File: config.mk
export PLATFORM = sky130hd
export DESIGN_NAME = pipe_datamem
export DESIGN_NICKNAME = d
export VERILOG_FILES = /design/src/rtl/pipe_datamem.sv
export SDC_FILE = /design/constraint.sdc
export NUM_CORES = 1
export LEC_CHECK = 0
export BUFFER_PORTS_ARGS = -buffer_cell sky130_fd_sc_hd__buf_2
export CORE_MARGIN = 5
export CORE_UTILIZATION = 45
export DETAILED_ROUTE_END_ITERATION = 8
export GPL_ROUTABILITY_DRIVEN = 0
export PLACE_DENSITY_LB_ADDON = 0.05
export SETUP_SLACK_MARGIN = 0.05
export SYNTH_ARGS = -nofsm -noshare
export SYNTH_HDL_FRONTEND = slang
export SYNTH_SLANG_ARGS = --single-unit
File: constraint.sdc
create_clock -name clock -period 4.1 [get_ports clock]
set_input_delay 0 -clock clock [delete_from_list [all_inputs] [get_ports clock]]
set_output_delay 0 -clock clock [all_outputs]
set_load 0.01 [all_outputs]
File: src/rtl/pipe_datamem.sv
// Data memory plus memory-mapped I/O (OUT, synchronised IN, cycle counter) for the pipelined CPU.
// Optional interval timer at 0x8C/0x90/0x94 is built only when PIPE_DATAMEM_TIMER_EN is defined.
module pipe_datamem #(
  parameter int DEPTH_LOG2 = 5
) (
  input  logic        clock,
  input  logic        resetn,
  input  logic [31:0] addr,
  input  logic [31:0] datain,
  input  logic        we,
  output logic [31:0] dataout,
  input  logic [31:0] io_in,
  output logic [31:0] io_out,
  output logic        timer_irq
);

  localparam int WORDS = 1 << DEPTH_LOG2;
  localparam logic [6:0] OFF_OUT   = 7'h00;
  localparam logic [6:0] OFF_IN    = 7'h04;
  localparam logic [6:0] OFF_CYC   = 7'h08;
  localparam logic [6:0] OFF_TLOAD = 7'h0C;
  localparam logic [6:0] OFF_TCNT  = 7'h10;
  localparam logic [6:0] OFF_TSTAT = 7'h14;

  logic [31:0]           mem [WORDS];
  logic [DEPTH_LOG2-1:0] widx;
  logic                  is_io;
  logic [6:0]            off;
  logic [31:0]           sync1;
  logic [31:0]           sync2;
  logic [31:0]           cyc;
  logic [31:0]           io_rd;
  logic                  unused_addr;

  assign widx        = addr[DEPTH_LOG2+1:2];
  assign is_io       = addr[7];
  assign off         = addr[6:0];
  assign unused_addr = ^{addr[31:8], addr[1:0]};

  // RAM store; contents survive reset, and a store under reset is dropped
  always_ff @(posedge clock) begin
    if (resetn && we && !is_io) begin
      mem[widx] <= datain;
    end
  end

  // OUT register, two-flop input synchroniser and free-running cycle counter
  always_ff @(posedge clock) begin
    if (!resetn) begin
      io_out <= 32'd0;
      sync1  <= 32'd0;
      sync2  <= 32'd0;
      cyc    <= 32'd0;
    end else begin
      sync1 <= io_in;
      sync2 <= sync1;
      if (we && is_io && (off == OFF_CYC)) begin
        cyc <= 32'd0;
      end else begin
        cyc <= cyc + 32'd1;
      end
      if (we && is_io && (off == OFF_OUT)) begin
        io_out <= datain;
      end
    end
  end

`ifdef PIPE_DATAMEM_TIMER_EN
  logic [31:0] tload;
  logic [31:0] tcnt;
  logic        tstat;
  logic        tload_wr;
  logic        expire;

  assign tload_wr  = we && is_io && (off == OFF_TLOAD);
  // a TLOAD write in the expiry cycle restarts the count instead of expiring
  assign expire    = !tload_wr && (tcnt == 32'd1);
  assign timer_irq = tstat;

  // Interval timer: reload/decrement and sticky expiry flag (expiry wins over clear)
  always_ff @(posedge clock) begin
    if (!resetn) begin
      tload <= 32'd0;
      tcnt  <= 32'd0;
      tstat <= 1'b0;
    end else begin
      if (tload_wr) begin
        tload <= datain;
        tcnt  <= datain;
      end else if (tcnt == 32'd1) begin
        tcnt <= tload;
      end else if (tcnt != 32'd0) begin
        tcnt <= tcnt - 32'd1;
      end
      if (expire) begin
        tstat <= 1'b1;
      end else if (we && is_io && (off == OFF_TSTAT) && datain[0]) begin
        tstat <= 1'b0;
      end
    end
  end
`else
  assign timer_irq = 1'b0;
`endif

  // Load path is purely combinational so the MEM stage sees data in the same cycle
  always_comb begin
    io_rd = 32'd0;
    case (off)
      OFF_OUT:   io_rd = io_out;
      OFF_IN:    io_rd = sync2;
      OFF_CYC:   io_rd = cyc;
`ifdef PIPE_DATAMEM_TIMER_EN
      OFF_TLOAD: io_rd = tload;
      OFF_TCNT:  io_rd = tcnt;
      OFF_TSTAT: io_rd = {31'd0, tstat};
`endif
      default:   io_rd = 32'd0;
    endcase
    if (is_io) begin
      dataout = io_rd;
    end else begin
      dataout = mem[widx];
    end
  end

endmodule

# ---- Word level (Yosys, flattened, before mapping)
# Memory sizes are Yosys's and may differ from the RTL's.
# Index checks and enable logic that the tools add are counted.
dict set report op_classes {
  addsub 1
  multipliers 0
  div_mod_pow 0
  magnitude_cmp 0
  eq_ne 2
  n_shift 0
  muxes 4
  bitwise 1
  reduce_logical 8
}
# op count
set op_table {}
lappend op_table {{$pmux 32 s3} 1}
lappend op_table {{$add 32x1->32 const B} 1}
lappend op_table {{$mux 32} 1}
lappend op_table {{$eq 7x3->1 const B} 1}
lappend op_table {{$eq 7x4->1 const B} 1}
lappend op_table {{$logic_not 7->1} 1}
lappend op_table {{$logic_and 1x1->1} 5}
lappend op_table {{$mux 1} 2}
lappend op_table {{$reduce_or 2->1} 1}
lappend op_table {{$logic_not 1->1} 1}
lappend op_table {{$not 1->1} 1}
dict set report totals {
  regBits 128
  latch_bits 0
  ram_bits 1024
  mem_bits_ro 0
  output_inout_bits 65
  elab_cells 21
  mem_count 1
}
# name words word_bits read_ports rd_ports_with_merged_regs wr line_no
set memory_table {}
lappend memory_table {mem 32 32 1 0 1 25} ;# logic [31:0] mem [WORDS];

# ---- Depth between registers and ports, before layout
dict set report depth {
  word_depth 4
  mapped_depth 8
  depth_no_buf 5
}

# ---- Worst setup path before layout
# No wires, ideal clock.
dict set report synth_path {
  kind {in2reg}
  from {input port addr[3]}
  to {memory mem[27][0], enable pin}
  setup_time_ns 0.461
  t_arrival_ns 3.327
  required_ns 3.639
  setup_slack_ns 0.312
  stages 6
  path_buffers 4
  path_cell_list {buf_2 buf_2 buf_2 buf_2 nand3_1 nor3_1}
}
# element line_no
set synth_rtl {}
lappend synth_rtl {{from (decl)} 8} ;# input logic [31:0] addr,
lappend synth_rtl {{to (decl)} 25}
# No word-level cell before the write port.

# ---- Worst setup path after layout
dict set report layout_path {
  from {input port addr[2]}
  to {output port dataout[18]}
}
dict set report layout_via {
  elab_chain_len 3
}
# element line_no
set layout_rtl {}
lappend layout_rtl {{branches (longest 2 deep; another with $mem_v2 32x32)} -}
lappend layout_rtl {{$mux 32 (*)} 120} ;# if (is_io) begin
lappend layout_rtl {{to (decl)} 11} ;# output logic [31:0] dataout,
# Mark *: on every way between the ends.

==> reports/metrics.cfg <==
[status]
status = finished, final reports clean

[grt]
overflow = 0
grt_pass1_wl_um = 187000
grt_max_degree = 103
grt_usage_pct = 25.2
grt_pass1_vias = 25439
antenna_found_initial = 8

[flow_run]
cap_violations = 0

[synthesis]
yosysSeqAreaShare_pct = 75.4
yosys_register_bits = 1152
netlist-cell-type-count = 45
synth_edf_count = 1024
synthesis.instances = 2668
synth_top_area_cell = edfxtp_1
syn-cell-area_um2 = 44200
syn_avg_cell_area_um2 = 16.6
synth_fp_nets = 2768
synth_ff_type = edfxtp_1
ys_warn_count = 0
synth_area_leaders = edfxtp_1 (70%), mux2i_1 (12%), dfxtp_1 (5.8%)
synth_top_area_share_pct = 69.6
async_reset_ff_share_pct = 0

[critical_path]
path_common_cell = buf_2
crit_path_max_incr_delay_ns = 0.77
startpoint_type = input port
crit_cells = 8
worstPathArrival_ns = 3.18
cp_max_fo = 30
path_cells = buf_2 > or4b_2 > buf_4 > o22ai_1 > nor4_1 > a21o_1 > o21ai_0 > buf_2
crit_family = simple AND/OR/NAND/NOR gates
worstSetupPathType = in2out
worstRegToRegCells = 5
timing.critical_path.to_type = output pin
critPathSlowestCell = or4b_2
timing.critical_path.buf_inv = 3
required_ns = 4.10

[power_and_ir_drop]
power_leakage_nw = 18.3
total_power_mw = 24.8
vdd_drop_max_v = 0.000303
cellPowerDensity_nw_per_um2 = 476

[floorplan]
start_util_pct = 45.1
io_pins = 164
die_h_um = 323
num_rows = 115
die_x_um = 323
design.die.area_um2 = 105000
core-area_um2 = 98000

[cts]
clock_path_buffers = 3
htree_levels = 3
clock_latency_ns = 0.71
cts_buffers = 119
cts_root_buf = clkbuf_16
tritoncts = yes
path_clk_slew_ns = 0.06
clock-sinks = 1152

[cells_and_area]
final_nets = 3054
fin_area_um2 = 52000
areaGrowthSynthToFinish_pct = 17.7
layout-drive-gt1-share_pct = 15.4
final_common_cell = edfxtp_1
final_cell_mix = edfxtp_1 (1024), mux2i_1 (544), o22ai_1 (256), buf_2 (136), dfxtp_1 (128)

[hold_path]
worstHoldPathCells = 3
holdCritPathClass = in2reg

[routing]
vias_per_cell = 5.90
first_pass_iters = 5
ant_nets = 0
drt-total-wl_um = 134000
vias = 25642
first_iter_violations = 2623
wl_per_cell_um = 30.7
route.detailed.drc = 0

[sta]
rsz0062_at_grt = false
period_share_pct = 77.7
finalClockSkew_ns = 0.0309
period_minus_slack_ns = 3.18
timing.slew.headroom_pct = 22.2
maxSlewViolCount = 0
tightest_slew_ns = 1.17
setup_viol = 0
final.setup.worst_slack_ns = 0.916
max_freq_ghz = 0.314
hold_ws_ns = 0.0489
hold_viol_final = 0
setup_tns_ns = 0

[placed_design]
io_buffers = 138
place_area_um2 = 47200
dpl.hpwl_um = 76600
pre_cts_ws_ns = 1.01

==> Yosys cell counts, types with 6 or more instances <==
master / count
edfxtp_1: 1024
mux2i_1: 544
o22ai_1: 256
dfxtp_1: 128
clkbuf_1: 124
nor2_1: 94
nand2_1: 76
nor4_1: 73
and2_1: 65
buf_2: 36
a21oi_1: 33
o21ai_0: 33
a21o_1: 32
a21boi_0: 20
xnor2_1: 20
nand3_1: 13
a21boi_1: 12
nor3_1: 10
xor2_1: 9
inv_1: 8
nand4_1: 7
nand4bb_1: 6
==> tightest hold or removal path: cells and delay by family <==
| kind | cells | cell delay [ns] |
|---|---|---|
| AND/OR/NAND/NOR | 1 | 0.11 |
| buffers and inverters | 2 | 0.61 |
==> logic make-up after synthesis <==
logic type               share of synthesized area (%)
flip-flops                                        75.4
multiplexers                                      12.3
AO/OA/AOI/OAI                                     5.51
AND/OR/NAND/NOR                                   4.51
buffers and inverters                             1.69
XOR/XNOR                                         0.575
adder cells (fa/ha/maj)                         0.0283
other                                          0.00848
==> area by class of cell <==
class,instances,area [um^2]
Timing Repair Buffer,335,2680
Inverter,8,30.0
Fill cell,7936,45900
Antenna cell,5,12.5
Multi-Input combinational cell,1338,10500
Clock buffer,159,3320
Clock inverter,63,587
Sequential cell,1152,33300
Tap cell,1287,1610
==> what timing repair did <==
| item | 4_1_cts | 5_1_grt |
|---|---|---|
| hold buffers | 94 | 0 |
| hold endpoints to repair | 1120 | 0 |
| buffers inserted | 0 | 0 |
| setup endpoints to repair | 0 | 0 |
| gates resized for setup | 0 | 0 |
==> path summary, 6_finish.rpt <==
path / start / endpoint / slack [ns]
worst max-delay path: addr[2] / dataout[18] / 0.92
worst min-delay path: io_in[3] / sync1[3]$_SDFF_PN0_ / 0.05
worst max register to register: cyc[2]$_SDFF_PP0_ / cyc[12]$_SDFF_PP0_ / 1.46
worst min register to register: sync1[4]$_SDFF_PN0_ / sync2[4]$_SDFF_PN0_ / 0.42
==> stage by stage <==
stage,util [%],cells
3_3_place_gp,48.1,4026
6_report,53.1,4347
2_1_floorplan,-,2668
5_1_grt,53.1,4343
3_5_place_dp,48.1,4026
4_1_cts,53.1,4342
==> power breakdown <==
group | switching, mW | internal [mW] | total (mW)
Clock | 4.50 | 6.25 | 10.8
Combinational | 0.735 | 0.412 | 1.15
Sequential | 0.0204 | 12.8 | 12.9
Total | 5.26 | 19.5 | 24.8
==> state kept, by name, summed over array words and instances (netlist names) <==
| signal | flops |
|---|---|
| sync1 | 32 |
| sync2 | 32 |
| io_out | 32 |
| mem | 1024 |
| cyc | 32 |
==> routing by layer <==
metal / up-vias / part of all wire, % / track usage, %
met3: 232 / 7.7 / 6.07
met4: 2 / 3.1 / 7.55
li1: 11075 / - / -
met1: 13351 / 43 / 34.9
met2: 982 / 46 / 40.1
met5: - / 0.0097 / 0
No activity file was read; power rests on OpenSTA's default activity.
